[config.mk]
export PLATFORM = sky130hd
export DESIGN_NAME = fetch_unit_flat
export DESIGN_NICKNAME = d
export VERILOG_FILES = /design/src/rtl/fetch_unit_if.sv /design/src/rtl/fetch_unit.sv /design/src/flat_wrapper.sv
export SDC_FILE = /design/constraint.sdc
export NUM_CORES = 1
export LEC_CHECK = 0
export CORE_MARGIN = 1.5
export CORE_UTILIZATION = 48
export DETAILED_ROUTE_END_ITERATION = 8
export PLACE_DENSITY = 0.8
export SETUP_SLACK_MARGIN = 0.15
export SLEW_MARGIN = 20
export SYNTH_ARGS = -nofsm -noshare
export SYNTH_HDL_FRONTEND = slang
export SYNTH_SLANG_ARGS = --single-unit
[constraint.sdc]
create_clock -name clk -period 2.7 [get_ports clk]
set_input_delay 0.81 -clock clk [delete_from_list [all_inputs] [get_ports clk]]
set_output_delay 0.81 -clock clk [all_outputs]
set_load 0.005 [all_outputs]
[src/rtl/fetch_unit_if.sv]
// Instruction-memory bus and decode handshake bundle for fetch_unit.
// master = fetch side, slave = memory/decode side.
interface fetch_unit_if;
    logic        imem_req;
    logic [31:0] imem_addr;
    logic        imem_gnt;
    logic        imem_rvalid;
    logic [31:0] imem_rdata;
    logic        if_valid;
    logic        if_ready;
    logic [31:0] if_pc;
    logic [31:0] if_inst;

    modport master (
        output imem_req,
        output imem_addr,
        input  imem_gnt,
        input  imem_rvalid,
        input  imem_rdata,
        output if_valid,
        input  if_ready,
        output if_pc,
        output if_inst
    );

    modport slave (
        input  imem_req,
        input  imem_addr,
        output imem_gnt,
        output imem_rvalid,
        output imem_rdata,
        input  if_valid,
        output if_ready,
        input  if_pc,
        input  if_inst
    );
endinterface

[src/rtl/fetch_unit.sv]
// Fetch stage: PC register, single-outstanding imem read, one-entry
// overflow buffer and a decode output slot with redirect squash.
module fetch_unit #(
    parameter logic [31:0] RESET_PC = 32'h0000_3000
) (
    input  logic        clk,
    input  logic        clr,
    output logic [31:0] current_pc,
    input  logic [31:0] next_pc,
    input  logic        redirect,
    input  logic [31:0] redirect_pc,
    fetch_unit_if.master bus
);
    localparam logic [1:0] S_REQ  = 2'd0;
    localparam logic [1:0] S_WAIT = 2'd1;
    localparam logic [1:0] S_HOLD = 2'd2;
    localparam logic [1:0] S_DROP = 2'd3;

    logic [1:0]  state;
    logic [31:0] pc_q;
    logic [31:0] req_pc;
    logic [31:0] slot_pc;
    logic [31:0] slot_inst;
    logic        slot_vld;
    logic [31:0] rbuf_pc;
    logic [31:0] rbuf_inst;
    logic        take;
    logic        slot_free;
    logic        unused_ok;

    assign take      = (state == S_REQ) && bus.imem_gnt;
    assign slot_free = !slot_vld || bus.if_ready;

    assign bus.imem_req  = clr && (state == S_REQ);
    assign bus.imem_addr = pc_q;
    assign bus.if_valid  = slot_vld;
    assign bus.if_pc     = slot_pc;
    assign bus.if_inst   = slot_inst;
    assign current_pc    = pc_q;

    // Loaded PCs are always word aligned, so the low bits are ignored.
    assign unused_ok = ^{next_pc[1:0], redirect_pc[1:0]};

    always_ff @(posedge clk) begin
        if (!clr) begin
            state     <= S_REQ;
            pc_q      <= RESET_PC;
            req_pc    <= 32'd0;
            slot_vld  <= 1'b0;
            slot_pc   <= 32'd0;
            slot_inst <= 32'd0;
            rbuf_pc   <= 32'd0;
            rbuf_inst <= 32'd0;
        end else begin
            if (redirect) begin
                pc_q <= {redirect_pc[31:2], 2'b00};
            end else if (take) begin
                pc_q <= {next_pc[31:2], 2'b00};
            end
            if (take) begin
                req_pc <= pc_q;
            end

            if (redirect) begin
                // Squash: a fetch still in flight must be swallowed in DROP.
                slot_vld <= 1'b0;
                case (state)
                    S_REQ:   state <= take ? S_DROP : S_REQ;
                    S_WAIT,
                    S_DROP:  state <= bus.imem_rvalid ? S_REQ : S_DROP;
                    default: state <= S_REQ;
                endcase
            end else begin
                if (slot_vld && bus.if_ready) begin
                    slot_vld <= 1'b0;
                end
                case (state)
                    S_REQ: begin
                        if (take) begin
                            state <= S_WAIT;
                        end
                    end
                    S_WAIT: begin
                        if (bus.imem_rvalid) begin
                            if (slot_free) begin
                                slot_pc   <= req_pc;
                                slot_inst <= bus.imem_rdata;
                                slot_vld  <= 1'b1;
                                state     <= S_REQ;
                            end else begin
                                rbuf_pc   <= req_pc;
                                rbuf_inst <= bus.imem_rdata;
                                state     <= S_HOLD;
                            end
                        end
                    end
                    S_HOLD: begin
                        if (bus.if_ready) begin
                            slot_pc   <= rbuf_pc;
                            slot_inst <= rbuf_inst;
                            slot_vld  <= 1'b1;
                            state     <= S_REQ;
                        end
                    end
                    S_DROP: begin
                        if (bus.imem_rvalid) begin
                            state <= S_REQ;
                        end
                    end
                    default: state <= S_REQ;
                endcase
            end
        end
    end
endmodule

[src/flat_wrapper.sv]
// flat-port wrapper written by rule: the top's interface ports become plain ports
module fetch_unit_flat 
#(
    parameter logic [31:0] RESET_PC = 32'h0000_3000
)
  (clk, clr, current_pc, next_pc, redirect, redirect_pc, bus_imem_req, bus_imem_addr, bus_imem_gnt, bus_imem_rvalid, bus_imem_rdata, bus_if_valid, bus_if_ready, bus_if_pc, bus_if_inst);
  fetch_unit_if bus_i ();
  input  logic clk;
  input  logic clr;
  output logic [31:0] current_pc;
  input  logic [31:0] next_pc;
  input  logic redirect;
  input  logic [31:0] redirect_pc;
  output wire logic [$bits(bus_i.imem_req)-1:0] bus_imem_req;
  output wire logic [$bits(bus_i.imem_addr)-1:0] bus_imem_addr;
  input wire logic [$bits(bus_i.imem_gnt)-1:0] bus_imem_gnt;
  input wire logic [$bits(bus_i.imem_rvalid)-1:0] bus_imem_rvalid;
  input wire logic [$bits(bus_i.imem_rdata)-1:0] bus_imem_rdata;
  output wire logic [$bits(bus_i.if_valid)-1:0] bus_if_valid;
  input wire logic [$bits(bus_i.if_ready)-1:0] bus_if_ready;
  output wire logic [$bits(bus_i.if_pc)-1:0] bus_if_pc;
  output wire logic [$bits(bus_i.if_inst)-1:0] bus_if_inst;
  assign bus_imem_req = bus_i.imem_req;
  assign bus_imem_addr = bus_i.imem_addr;
  assign bus_i.imem_gnt = bus_imem_gnt;
  assign bus_i.imem_rvalid = bus_imem_rvalid;
  assign bus_i.imem_rdata = bus_imem_rdata;
  assign bus_if_valid = bus_i.if_valid;
  assign bus_i.if_ready = bus_if_ready;
  assign bus_if_pc = bus_i.if_pc;
  assign bus_if_inst = bus_i.if_inst;
  fetch_unit #(.RESET_PC(RESET_PC)) u_core (.clk(clk), .clr(clr), .current_pc(current_pc), .next_pc(next_pc), .redirect(redirect), .redirect_pc(redirect_pc), .bus(bus_i));
endmodule
==> reports/summary.txt <==
outcome -> finished, final reports clean
clk sinks -> 187
total wire length -> 20870 µm
Slew HR -> 55.22%
vias in the first global route -> 6485
via count -> 6925
I/O Buffers -> 221
Synth Instances -> 920
routed len/inst -> 15.88 µm
max-cap violation count -> 0
Max VDD drop -> 0.0004612 V
TritonCTS Buffers -> 17
area grow syn2layout -> 33.10%
R2R setup slack -> 0.78 ns
leakage -> 4.627 nW
Reg-to-Reg End -> u_core.rbuf_pc[6]
Reg clk slew, reported paths -> 0.07 ns
Fmax achieved -> 0.4069 GHz
setup TNS -> 0 ns
Crit Path Category -> reg2out
Vias per Instance -> 5.270
routability cong. -> 0.7775
first-pass GRT wire length -> 33080 µm
library cells used by synthesis -> 30
PD cells -> 685.2 nW/µm²
Total Power -> 7.650 mW
Syn. warnings -> 0
top cell type's share of synthesized area -> 44.63%
core area -> 17180 µm²
Yosys top cell by area -> dfxtp_1
commonest non-fill, non-tap cell in the layout -> clkdlybuf4s50_1
Post-Place Cells -> 1281
crit end category -> output pin
Final setup viols -> 0
clock buffer depth -> 2
Worst-Margin Slew -> 0.6717 ns
initial cell density of the core -> 48.83%
Overall Global Routing Usage -> 22.70%
sequential cell area fraction in the yosys report -> 44.63%
Slew Limit Fails -> 0
Final Cell Area -> 11160 µm²
Top Ports -> 232
DRT antenna net count -> 0
layout cells sized above 1 -> 6.887%
Detailed Route Iter0 Violations -> 510
clock root buffer -> clkbuf_16
Finished Layout Cells -> 1314
Die Y -> 135.2 µm
clk_lat worst skew -> 0.43 ns
Reg2Reg Depth -> 7
Placed Area -> 10560 µm²
minimum clock period -> 2.457 ns
initial antenna violation count -> 1
chip width -> 135.2 µm
RSZ-0062 raised after global routing -> no
crit path to -> bus_imem_req
Avg Cell Area, Syn -> 9.117 µm²
fin nets -> 1183
CTS tree -> done
largest net degree at the start of global routing -> 188
post-DP HPWL -> 13360 µm
total gr overflow -> 0
die area -> 18280 µm²
Setup crit start kind -> flop
Arr. time, crit path -> 1.65 ns
Crit. Startpoint -> u_core.state[1]
worst min-delay path class -> reg2reg
top post-synthesis cells by area -> dfxtp_1 45%, mux2i_1 11%, nand2_1 9.7%
1st-pass router iterations -> 5
Final Skew -> 0.007596 ns
Residual DRC -> 0
Hold Vio Cnt, Final -> 0
period utilisation layout -> 91.02%
worst-path fanout max -> 4
Mapped Area -> 8388 µm²
#FFs+latches synth -> 187
commonest non-fill, non-tap cells in the layout -> 219 x clkdlybuf4s50_1, 217 x nand2_1, 185 x dfxtp_1
H-tree depth -> 4
n_diodes -> 0
RR Startpoint -> u_core.state[1]
Worst Path Required -> 1.89 ns
num rows -> 48
Worst Hold Launch -> u_core.rbuf_pc[26]
[where the power goes]
| part | total (mW) | internal, mW | switching [mW] |
|---|---|---|---|
| clock | 2.44 | 1.35 | 1.09 |
| combinational | 2.00 | 1.13 | 0.875 |
| sequential | 3.21 | 3.03 | 0.179 |
[logic make-up after synthesis]
| logic type | Yosys count | synth area share, % |
|---|---|---|
| other cells | 1 | 0.04471 |
| simple gates | 322 | 16.69 |
| flops | 187 | 44.63 |
| fa+ha+maj | 5 | 0.7458 |
| compound gates | 193 | 18.14 |
| buf+inv | 118 | 8.502 |
| mux | 94 | 11.25 |
[final cells by class]
cell class / instances / area (µm²)
clock buffer: 20 / 466.7
clock inverter: 12 / 112.6
fill: 1475 / 6012
inverter: 4 / 15.01
multi-input combinational: 620 / 3988
sequential: 187 / 3746
tap: 225 / 281.5
timing repair buffer: 246 / 2555
[flip-flops by register name (all words and copies together), names as in the netlist]
register	flops
u_core.rbuf_pc	30
u_core.bus.imem_addr	30
u_core.state	2
u_core.bus.if_inst	32
u_core.rbuf_inst	32
u_core.bus.if_valid	1
u_core.req_pc	30
u_core.bus.if_pc	30
[metal layers]
metal	vias up	share of wire, %	global-route usage (%)
met2	198	48	37.64
met5	-	0	0
li1	3409	-	-
met4	0	1.1	6.213
met3	17	6.7	5.574
met1	3301	45	29.50
[worst min-delay path by stage]
stage | end | slack [ns] | depth (start not counted)
3_3_place_gp | u_core.rbuf_inst[0] | 0.44 | 2
3_5_place_dp | u_core.rbuf_inst[8] | 0.45 | 2
4_1_cts | u_core.rbuf_pc[15] | 0.45 | 2
2_1_floorplan | u_core.rbuf_inst[0] | 0.43 | 2
6_report | u_core.rbuf_pc[26] | 0.45 | 2
5_1_grt | u_core.rbuf_inst[31] | 0.47 | 2
[Yosys cell counts (all sizes together)]
cell type,instances
nand2,218
dfxtp,187
a21boi,93
mux2i,92
buf,66
nand3,62
o211a,62
clkbuf,48
and2,32
o21ai,31
ha,5
a21oi,4
inv,4
nand2b,4
mux2,2
nor2,2
a31o,1
and3b,1
and4bb,1
conb,1
nor2b,1
nor4b,1
o21a,1
o21bai,1
[through the flow]
| stage | util (%) | hold WS, ns | setup WS (ns) |
|---|---|---|---|
| floorplan | - | 0.4347 | 0.2318 |
| global placement | 61.49 | 0.4396 | 0.2054 |
| detailed placement | 61.49 | 0.4450 | 0.1577 |
| CTS | 64.93 | 0.4545 | 0.1796 |
| global route | 65.00 | 0.4673 | 0.1909 |
| finish | 65.00 | 0.4523 | 0.2426 |
[worst max-delay path, cell delays in order (launching register included)]
cell             delay (ns)
dfxtp_2                0.35
inv_2                  0.09
ha_4                   0.14
and2_1                 0.13
clkdlybuf4s50_1        0.50
[repair_timing]
action / 4_1_cts / 5_1_grt
endpoints found under the setup margin: 1 / 1
gates resized for setup: 4 / 2
hold buffers: 0 / 0
buffers inserted: 1 / 0
(Power assumes the default switching activity.)
==> edit (same flow settings) <==
`RESET_PC` is set to 32'h0000_3000 in 2 places; all go to 32'h00002000.
--- a/src/rtl/fetch_unit.sv
+++ b/src/rtl/fetch_unit.sv
@@ -3,3 +3,3 @@
 module fetch_unit #(
-    parameter logic [31:0] RESET_PC = 32'h0000_3000
+    parameter logic [31:0] RESET_PC = 32'h00002000
 ) (
--- a/src/flat_wrapper.sv
+++ b/src/flat_wrapper.sv
@@ -3,3 +3,3 @@
 #(
-    parameter logic [31:0] RESET_PC = 32'h0000_3000
+    parameter logic [31:0] RESET_PC = 32'h00002000
 )
Behaviour: not the same (a bounded check fails within 4 cycles, from zero or initial values).
==> edit against the unedited design <==
Worst setup slack got worse by 0.0018 ns. Area after synthesis decreased by 8.8%. Total power fell by 4.3%. Wire length shrank 8.1%. Cell area is 5.4% lower. Sequential share of layout area is 1.9 points higher. Synthesized cell count is 0.33% lower. Final cell count is 1.1% lower. Sequential cell count is the same. Largest cell class is now registers.
==> edit: results (changes against the unedited design) <==
metric	value	unit	change
DR WL/cell	14.8	um	was 15.9 um
fillers	1247		was 1475
Final Core Density	0.687		was 0.650
register area share after synthesis	0.489		was 0.446
post-CTS setup buffer count	0		was 1
pre-CTS setup slack	-0.0249	ns	was 0.158 ns
total routed wirelength	19.2	mm	was 20.9 mm
vias in the first global route	6152		was 6485
cell internal pwr	5.39	mW	was 5.51 mW
synth unique cells	29		was 30
GR Util All Layers	0.229		was 0.227
vias	6710		was 6925
grt met3 use	0.0454		was 0.0557
grt met2 use	0.381		was 0.376
Critical Path Max Stage Delay	0.41	ns	was 0.50 ns
peak supply drop	0.507	mV	was 0.461 mV
static leakage	3.59	nW	was 4.63 nW
top cells by count, synth	nand2_1, dfxtp_1, a21oi_1, nor2_1		was nand2_1, dfxtp_1, a21boi_1, mux2i_1
gpl congestion	0.782		was 0.778
initial antenna violation count	0		was 1
share of cells above drive strength 1	0.0542		was 0.0689
drt first-iter violations	341		was 510
placed cell areas	9930	um2	was 10600 um2
placed instance count	1267		was 1281
status	finished clean		unchanged
Worst Skew	0.00659	ns	was 0.00760 ns
worst-path maximum fanout	2		was 4
met1 Usage GRT	0.299		was 0.295
Syn Inst Count	917		was 920
ant diodes	0		unchanged
I/O Buffers	221		unchanged
post-CTS sizing	1		was 4
Synth Warn #	0		unchanged
post-DP HPWL	12.8	mm	was 13.4 mm
largest net degree at the start of global routing	66		was 188
[edit: cell count changes in the layout (fill, tap and decap cells not counted), moves of 5 or more]
cell	change
a21oi_1	+92
buf_4	-6
a311oi_1	+29
nand2_1	+27
o211a_1	-62
a21boi_1	-93
mux2i_1	-30
nor2_1	+92
inv_1	+5
o21ai_1	-28
nand3_1	-62
a211oi_1	+62
and2_1	-28
[edit: power groups by stage]
stage	registers (mW)	clock network [mW]	logic [mW]
floorplan	3.19	0	0.770
global placement	3.20	0	1.54
detailed placement	3.21	0	1.57
CTS	3.15	2.64	1.58
global route	3.17	2.76	1.71
finish	3.15	2.61	1.56
[edit: layout make-up]
type | instances | share of cell area
inverter | 7 | 0.00296
sequential | 187 | 0.355
tap | 211 | 0.0250
timing repair buffer | 241 | 0.239
clock inverter | 12 | 0.0151
clock buffer | 20 | 0.0442
multi-input combinational | 621 | 0.319
[edit: path summary, 6_finish.rpt]
| check | slack, ns | to | cells past startpoint | start |
|---|---|---|---|---|
| setup / recovery | 0.24 | bus_imem_req | 3 | clr |
| hold / removal | 0.45 | u_core.rbuf_pc[24] | 2 | u_core.rbuf_pc[24] |
| setup reg to reg | 0.65 | u_core.bus.if_pc[8] | 8 | u_core.state[1] |
| hold reg to reg | 0.45 | u_core.rbuf_pc[24] | 2 | u_core.rbuf_pc[24] |
[edit: kinds of logic after synthesis]
group | after synthesis | share of synthesized area
other | 1 | 0.000490
multiplexers | 62 | 0.0811
adder cells (fa/ha/maj) | 5 | 0.00818
AO/OA/AOI/OAI | 196 | 0.165
buffers and inverters | 114 | 0.0767
flip-flops | 187 | 0.489
AND/OR/NAND/NOR | 352 | 0.179
[edit: metal layers]
layer / up-vias / part of all wire
li1: 3387 / -
met1: 3099 / 0.45
met2: 202 / 0.48
met3: 22 / 0.052
met4: 0 / 0.016
met5: - / 0
